--- src/rtl/fetch_issue_ctrl_pkg.sv ---
// fetch_issue_ctrl_pkg: shared FSM encoding, instruction width and HALT opcode for the fetch/issue front end
package fetch_issue_ctrl_pkg;
  localparam int IW = 16;
  localparam logic [3:0] HALT_OP = 4'hF;
  typedef enum logic [1:0] {S_FETCH, S_FULL, S_HALT} state_t;
  function automatic logic is_halt(input logic [IW-1:0] instr);
    return instr[IW-1 -: 4] == HALT_OP;
  endfunction
endpackage

--- src/rtl/fetch_issue_ctrl_instr_queue.sv ---
// instr_queue: instruction FIFO with occupancy count, negedge-clocked
//   CLK/CLR  clock (negedge) and async active-high reset
//   clr      synchronous empty (redirect)
//   wr/wdata enqueue strobe and word
//   rd       dequeue strobe for the head
//   rdata    head entry (zero when empty)
//   count    number of valid entries, 0..DEPTH
module instr_queue
  import fetch_issue_ctrl_pkg::*;
#(
  parameter int DEPTH = 4,
  parameter int W = IW,
  localparam int AW = $clog2(DEPTH),
  localparam int CW = AW + 1
) (
  input  logic          CLK,
  input  logic          CLR,
  input  logic          clr,
  input  logic          wr,
  input  logic [W-1:0]  wdata,
  input  logic          rd,
  output logic [W-1:0]  rdata,
  output logic [CW-1:0] count
);
  logic [W-1:0] mem [DEPTH];
  logic [AW-1:0] wp, rp;
  always_ff @(negedge CLK or posedge CLR)
    if (CLR) begin
      wp <= '0;
      rp <= '0;
      count <= '0;
    end else if (clr) begin
      wp <= '0;
      rp <= '0;
      count <= '0;
    end else begin
      if (wr) wp <= wp + 1'b1;
      if (rd) rp <= rp + 1'b1;
      count <= count + CW'(wr) - CW'(rd);
    end
  always_ff @(negedge CLK)
    if (wr && !clr) mem[wp] <= wdata;
  assign rdata = (count != '0) ? mem[rp] : '0;
endmodule

--- src/rtl/fetch_issue_ctrl.sv ---
// fetch_issue_ctrl: instruction fetch sequencer feeding an issue queue, with HALT stop and flush redirect
//   CLK/CLR           clock (all state on negedge) and async active-high reset
//   memAddr/memRd     instruction-memory read request
//   memData           instruction returned the cycle after memRd
//   rsReady           reservation station accepts the head this cycle
//   flush/flushPC     redirect: empty queue, drop in-flight word, restart at flushPC
//   issueValid/IRin   head valid / instruction-register load (dequeue)
//   instrOut          head instruction
//   halted            fetch stopped by an issued HALT
module fetch_issue_ctrl
  import fetch_issue_ctrl_pkg::*;
#(
  parameter int PCW = 8,
  parameter int QDEPTH = 4,
  parameter int unsigned RESET_PC = 0
) (
  input  logic           CLK,
  input  logic           CLR,
  output logic [PCW-1:0] memAddr,
  output logic           memRd,
  input  logic [IW-1:0]  memData,
  input  logic           rsReady,
  input  logic           flush,
  input  logic [PCW-1:0] flushPC,
  output logic           issueValid,
  output logic           IRin,
  output logic [IW-1:0]  instrOut,
  output logic           halted
);
  localparam int CW = $clog2(QDEPTH) + 1;
  state_t state, state_n;
  logic [PCW-1:0] pc;
  logic inflight, space, enq, halt_hit;
  logic [CW-1:0] count, cnt_n;
  instr_queue #(.DEPTH(QDEPTH), .W(IW)) u_q (
    .CLK(CLK),
    .CLR(CLR),
    .clr(flush),
    .wr(enq),
    .wdata(memData),
    .rd(IRin),
    .rdata(instrOut),
    .count(count)
  );
  // an in-flight word already owns a slot, so requests never overrun the queue
  assign space = (count + CW'(inflight)) < CW'(QDEPTH);
  // the flush cycle issues no request; the redirected fetch starts one cycle later
  assign memRd = ~CLR & ~flush & (state == S_FETCH) & space;
  assign memAddr = pc;
  assign issueValid = count != '0;
  assign IRin = issueValid & rsReady & ~flush;
  assign enq = inflight & ~flush;
  assign halt_hit = IRin & is_halt(instrOut);
  assign halted = state == S_HALT;
  always_comb begin
    cnt_n = count + CW'(enq) - CW'(IRin);
    state_n = flush ? S_FETCH :
              (halt_hit || state == S_HALT) ? S_HALT :
              (cnt_n + CW'(memRd) == CW'(QDEPTH)) ? S_FULL : S_FETCH;
  end
  always_ff @(negedge CLK or posedge CLR)
    if (CLR) begin
      state <= S_FETCH;
      pc <= PCW'(RESET_PC);
      inflight <= 1'b0;
    end else begin
      state <= state_n;
      pc <= flush ? flushPC : pc + PCW'(memRd);
      inflight <= memRd;
    end
endmodule

--- config.mk ---
export PLATFORM = sky130hd
export DESIGN_NAME = fetch_issue_ctrl
export DESIGN_NICKNAME = d
export VERILOG_FILES = /design/src/rtl/fetch_issue_ctrl_pkg.sv /design/src/rtl/fetch_issue_ctrl_instr_queue.sv /design/src/rtl/fetch_issue_ctrl.sv
export SDC_FILE = /design/constraint.sdc
export NUM_CORES = 1
export LEC_CHECK = 0
export CORE_MARGIN = 4
export CORE_UTILIZATION = 30
export CTS_BUF_LIST = sky130_fd_sc_hd__clkbuf_16
export DETAILED_ROUTE_END_ITERATION = 8
export GPL_ROUTABILITY_DRIVEN = 0
export GPL_TIMING_DRIVEN = 1
export PLACE_DENSITY = 0.52
export SLEW_MARGIN = 20
export SYNTH_ARGS = -nofsm -noshare
export SYNTH_HDL_FRONTEND = slang
export SYNTH_SLANG_ARGS = --single-unit
export TNS_END_PERCENT = 100
--- constraint.sdc ---
create_clock -name CLK -period 2.95 [get_ports CLK]
set_input_delay 0.4425 -clock CLK [delete_from_list [all_inputs] [get_ports CLK]]
set_output_delay 0.4425 -clock CLK [all_outputs]
set_load 0.1 [all_outputs]
==> flow_metrics.env, run 1 <==
export IMPL_die_x_um=115
export IMPL_syn_avg_cell_area_sq_um=17.0
export IMPL_critPathSlowestCell="mux4_2"
export IMPL_numPortBuffers=55
export IMPL_coreArea_sq_um=11000
export IMPL_gr_total_overflow=0
export IMPL_wl_per_cell_um=15.4
export IMPL_dp_hpwl_mm=4.84
export IMPL_tightest_slew_ns=0.266
export IMPL_violations="negative setup slack"
export IMPL_worstPathCellList="buf_12 -> buf_12 -> mux4_2 -> and2_4 -> buf_12"
export IMPL_powerDensity_nw_per_um2=1050
export IMPL_antenna_found_initial=0
export IMPL_cts_num_sinks=82
export IMPL_clock_skew_ns=0.0606
export IMPL_grt_pass1_vias=2454
export IMPL_place_area_sq_um=4860
export IMPL_clk_latency_ns=0.40
export IMPL_fin_nets=421
export IMPL_synthTopCellsByArea="edfxtp_1, dfrtn_1, mux4_2"
export IMPL_final_setup_tns_ns=-19.33
export IMPL_first_pass_iters=4
export IMPL_critPathLaunchType="register"
export IMPL_status="complete, but fails checks"
export IMPL_clk_transition_reported_paths_ns=0.05
export IMPL_slew_violations=0
export IMPL_p_leak_nw=2.44
export IMPL_cts_tree="done"
export IMPL_yosysWarnings=0
export IMPL_grt_max_degree=19
export IMPL_drc=0
export IMPL_rsz0062_at_grt="true"
export IMPL_post_route_cells_drive_above_1_share=0.437
export IMPL_critPathBufInv=3
export IMPL_layout_commonest_cell="inv_1"
export IMPL_synth_top_cell_by_area="edfxtp_1"
export IMPL_drtIter0Drc=93
export IMPL_antenna_cells=0
export IMPL_synth_distinct_cells=27
export IMPL_setup_slack_ns=-0.868
export IMPL_preCtsSetupSlack_ns=-1.35
export IMPL_die_height_um=115
export IMPL_critPathMostFrequentCell="buf_12"
export IMPL_ant_nets=0
export IMPL_max_slew_margin=0.822
export IMPL_critPathMaxFanout=5
export IMPL_ys_seq_area_frac=0.688
export IMPL_crit_family="multiplexers"
export IMPL_grt_pass1_wl_mm=12.0
export IMPL_hold_path_class="register to register"
export IMPL_syn_area_sq_um=3450
export IMPL_rows=38
export IMPL_holdBufCountCts=0
export IMPL_cts_root_buf="clkbuf_16"
export IMPL_irDropWorstVdd_mv=1.07
export IMPL_synth_top_area_frac=0.558
export IMPL_max_stage_delay_ns=0.52
export IMPL_vias=2307
export IMPL_areaGrowthSynthToFinish_pct=69.0
export IMPL_arrival_ns=3.38
export IMPL_critPathCaptureType="output port"
export IMPL_seqCellArea_sq_um=2370
export IMPL_dieArea_sq_um=13300
export IMPL_viasPerCell=4.38
export IMPL_hold_viol_final=0
export IMPL_multi_input_comb_area_sq_um=1210
export IMPL_setup_violations=31
export IMPL_wirelength_mm=8.12
export IMPL_clk_path_buf_depth=2
export IMPL_crit_required_ns=2.51
export IMPL_design_area_sq_um=5830
export IMPL_htree_num_levels=3
export IMPL_syn_instance_count=203
export IMPL_final_fill_count=929
export IMPL_numCtsBuffers=9
export IMPL_syn_num_nets=242
export IMPL_mostFrequentLayoutCells="inv_1, edfxtp_1, buf_12"
export IMPL_crit_type="register to output port"
export IMPL_initial_core_util=0.313
export IMPL_ys_seq_elements=82
export IMPL_grt_usage=0.122
export IMPL_cap_violations=0
export IMPL_io_pins=56
[worst paths after layout]
| path | from | end | slack (ns) | depth (start not counted) |
|---|---|---|---|---|
| max | u_q.rp[0] | instrOut[13] | -0.87 | 5 |
| min | u_q.wp[1] | u_q.wp[1] | 0.56 | 2 |
| max reg2reg | u_q.count[1] | state[0] | 0.30 | 13 |
| min reg2reg | u_q.wp[1] | u_q.wp[1] | 0.56 | 2 |
| max in group asynchronous | CLR | u_q.wp[1] | 1.03 | 3 |
| min in group asynchronous | CLR | memAddr[0] | 1.53 | 2 |
[synthesized netlist by cell type]
master and instances:
nand3_1 8, clkbuf_1 6, inv_1 9, xnor2_1 5, xor2_1 8, dfrtn_1 18, fa_1 1, nand2b_1 1
nor4_1 1, edfxtp_1 64, buf_2 1, or4_1 1, nor2_1 8, ha_1 10, and3_1 4, buf_4 1
nand2_1 6, mux2_2 2, and2_1 20, or3_1 1, mux4_2 11, buf_6 1, mux4_1 5, mux2i_1 1
o21ai_0 7, nor2b_1 2, o31ai_1 1
[where the power goes]
part	total [mW]	switching (mW)	internal [mW]	leakage, nW
logic	3.39	1.87	1.52	1.15
registers	1.39	0.0533	1.34	0.810
clock network	1.36	0.672	0.685	0.482
total	6.14	2.59	3.55	2.44
[timing repair]
action,in CTS,in global routing
gates resized for setup,38,21
pin swaps,20,31
gates cloned,0,3
endpoints found under the setup margin,103,31
setup buffers,18,11
[sequential cells by signal, indices dropped and copies added, names as in the netlist]
name	cells
state	2
u_q.rp	2
u_q.count	3
u_q.mem	64
u_q.wp	2
memAddr	8
inflight	1
[cells by family (layout without fill, tap and decap cells)]
family / after synthesis / after routing / share of synthesized area
xor+xnor: 13 / 13 / 0.0330
flops: 82 / 82 / 0.688
mux: 19 / 19 / 0.119
compound gates: 8 / 8 / 0.0123
fa+ha+maj: 11 / 11 / 0.0421
simple gates: 52 / 52 / 0.0817
buf+inv: 18 / 202 / 0.0232
[cell type report]
| type | count | area share |
|---|---|---|
| multi-input cells | 103 | 0.207 |
| clock buffers | 9 | 0.0387 |
| clock inverters | 71 | 0.0487 |
| well taps | 140 | 0.0301 |
| flip-flops and latches | 82 | 0.407 |
| inverters | 8 | 0.00580 |
| repair buffers | 114 | 0.262 |
[per-stage QoR]
| step | cells | power, mW | util | hold WS [ns] |
|---|---|---|---|---|
| floorplan | 203 | 3.47 | - | 0.488 |
| global placement | 418 | 4.52 | 0.440 | 0.532 |
| detailed placement | 418 | 4.52 | 0.440 | 0.553 |
| CTS | 515 | 5.93 | 0.507 | 0.546 |
| global route | 527 | 6.48 | 0.528 | 0.597 |
| finish | 527 | 6.14 | 0.528 | 0.564 |
[tightest hold or removal path: cells and delay by family (launching register included)]
kind / cells / cell delay [ns]
flops: 1 / 0.47
mux: 1 / 0.09
simple gates: 1 / 0.08
[metal layers]
metal | share of wire | vias to the layer above | wire (um) | GRT usage
met5 | 0 | - | 0 | 0
met4 | 0.017 | 0 | 137 | 0.0665
met3 | 0.050 | 12 | 407 | 0.0521
met2 | 0.53 | 48 | 4320 | 0.206
met1 | 0.40 | 1131 | 3260 | 0.130
li1 | - | 1116 | - | -
Note: power is estimated with default switching activity, not from simulation.
==> inputs of run 2 (changes only) <==
Settings changed: CORE_UTILIZATION 30 to 53, PLACE_DENSITY 0.52 to 0.81, RECOVER_POWER from default to 100.
==> run 2 against run 1 <==
The run still ends with negative setup slack left. Die area down 41%. Non-clock buffer count up 1. Core utilization up 36 points. Clock skew up 0.047 ns. Clock power up 12%. Cell area down 3.6%. Critical path depth unchanged. Register-to-register slack worse by 0.18 ns. Combinational power up 3%. Sequential cell count unchanged. Final cell count down 12%. Critical endpoint unchanged. Largest cell class unchanged.
==> flow_metrics.env, run 2 (synthesis results as in run 1) <==
export IMPL_critPathBufInv=3
export IMPL_wl_per_cell_um=21.7
export IMPL_ant_nets=0
export IMPL_gr_total_overflow=0
export IMPL_crit_required_ns=2.51
export IMPL_mostFrequentLayoutCells="inv_1, edfxtp_1, buf_4"
export IMPL_dp_hpwl_mm=4.74
export IMPL_critPathSlowestCell="mux4_2"
export IMPL_design_area_sq_um=5620
export IMPL_clk_latency_ns=0.45
export IMPL_critPathMaxFanout=5
export IMPL_grt_pass1_wl_mm=13.9
export IMPL_totalPowerFinal_mw=6.40
export IMPL_preCtsSetupSlack_ns=-1.34
export IMPL_areaGrowthSynthToFinish_pct=62.9
export IMPL_critPathLaunchType="register"
export IMPL_cts_tree="done"
export IMPL_slew_violations=0
export IMPL_irDropWorstVdd_mv=0.919
export IMPL_max_slew_margin=0.426
export IMPL_setup_violations=59
export IMPL_die_height_um=88.6
export IMPL_place_area_sq_um=4740
export IMPL_max_stage_delay_ns=0.52
export IMPL_cap_violations=0
export IMPL_largest_reg_flops=64
export IMPL_fin_nets=422
export IMPL_holdWs_ns=0.600
export IMPL_drtIter0Drc=197
export IMPL_hold_viol_final=0
export IMPL_wirelength_mm=10.1
export IMPL_arrival_ns=3.40
export IMPL_initial_core_util=0.543
export IMPL_p_leak_nw=2.41
export IMPL_hold_path_class="register to register"
export IMPL_seqCellArea_sq_um=2370
export IMPL_tightest_slew_ns=0.861
export IMPL_viasPerCell=5.43
export IMPL_first_pass_iters=4
export IMPL_coreArea_sq_um=6350
export IMPL_worstPathCellList="buf_12 -> clkbuf_16 -> mux4_2 -> and2_4 -> buf_12"
export IMPL_powerDensity_nw_per_um2=1140
export IMPL_clk_transition_reported_paths_ns=0.05
export IMPL_violations="negative setup slack"
export IMPL_critPathMostFrequentCell="buf_12"
export IMPL_die_x_um=88.6
export IMPL_vias=2524
export IMPL_dieArea_sq_um=7860
export IMPL_grt_pass1_vias=2830
export IMPL_post_route_cells_drive_above_1_share=0.423
export IMPL_grt_usage=0.250
export IMPL_final_fill_count=253
export IMPL_holdBufCountCts=0
export IMPL_multi_input_comb_area_sq_um=1190
export IMPL_layout_commonest_cell="inv_1"
export IMPL_htree_num_levels=3
export IMPL_setup_slack_ns=-0.892
export IMPL_regMostFlops="u_q.mem"
export IMPL_rows=29
export IMPL_cts_root_buf="clkbuf_16"
export IMPL_numPortBuffers=55
export IMPL_grt_max_degree=18
export IMPL_antenna_found_initial=0
export IMPL_crit_family="multiplexers"
export IMPL_cts_num_sinks=82
export IMPL_clock_skew_ns=0.108
export IMPL_crit_type="register to output port"
export IMPL_critPathCaptureType="output port"
export IMPL_final_setup_tns_ns=-22.39
export IMPL_clk_path_buf_depth=2
export IMPL_drc=0
export IMPL_io_pins=56
export IMPL_antenna_cells=0
export IMPL_numCtsBuffers=9
export IMPL_status="complete, but fails checks"
export IMPL_rsz0062_at_grt="true"
run 2: cell count changes in the layout (fill, tap and decap cells not counted), moves of 2 or more:
cell             before  now
buf_12               41   31
dlygate4sd3_1         0   16
clkbuf_1              0    5
buf_4                32   34
clkdlybuf4s50_1      24    8
nor2_4                2    0
nor2_1                4    7
run 2: metrics by stage:
stage	util	cells
5_1_grt	0.884	465
6_report	0.884	465
3_5_place_dp	0.746	358
2_1_floorplan	-	203
4_1_cts	0.869	453
3_3_place_gp	0.746	358
run 2: worst paths after layout:
path	start	endpoint	slack (ns)	depth (start not counted)
max	u_q.rp[0]	instrOut[13]	-0.89	5
min	u_q.wp[1]	u_q.wp[1]	0.60	2
max reg2reg	u_q.count[1]	state[0]	0.12	13
min reg2reg	u_q.wp[1]	u_q.wp[1]	0.60	2
max in group asynchronous	CLR	memAddr[3]	0.38	3
min in group asynchronous	CLR	memAddr[6]	1.52	2
run 2: timing repair:
item,in CTS,in global routing
setup endpoints to repair,102,33
gates cloned,1,1
gates resized for setup,38,22
hold endpoints to repair,0,0
pin swaps,20,28
buffers inserted,17,14
run 2: area by class of cell:
type,instances,share of cell area
tap,77,0.0172
inverter,8,0.00602
clock inverter,71,0.0524
timing repair buffer,115,0.251
multi-input combinational,103,0.211
sequential,82,0.422
clock buffer,9,0.0401
run 2: tightest hold or removal path, delay by kind of cell, from the launching register on:
kind | cells | cell delay [ns]
flip-flops | 1 | 0.45
multiplexers | 1 | 0.11
AND/OR/NAND/NOR | 1 | 0.12
run 2: layer usage:
layer  part of all wire  routed length, um  global-route usage
met1               0.37               3710               0.273
met2               0.54               5460               0.422
met3              0.056                570              0.0754
met4              0.036                363               0.157
met5                  0                  0                   0
run 2: power breakdown:
group | switching (mW) | internal (mW)
combinational | 1.95 | 1.53
sequential | 0.0616 | 1.34
clock | 0.816 | 0.701
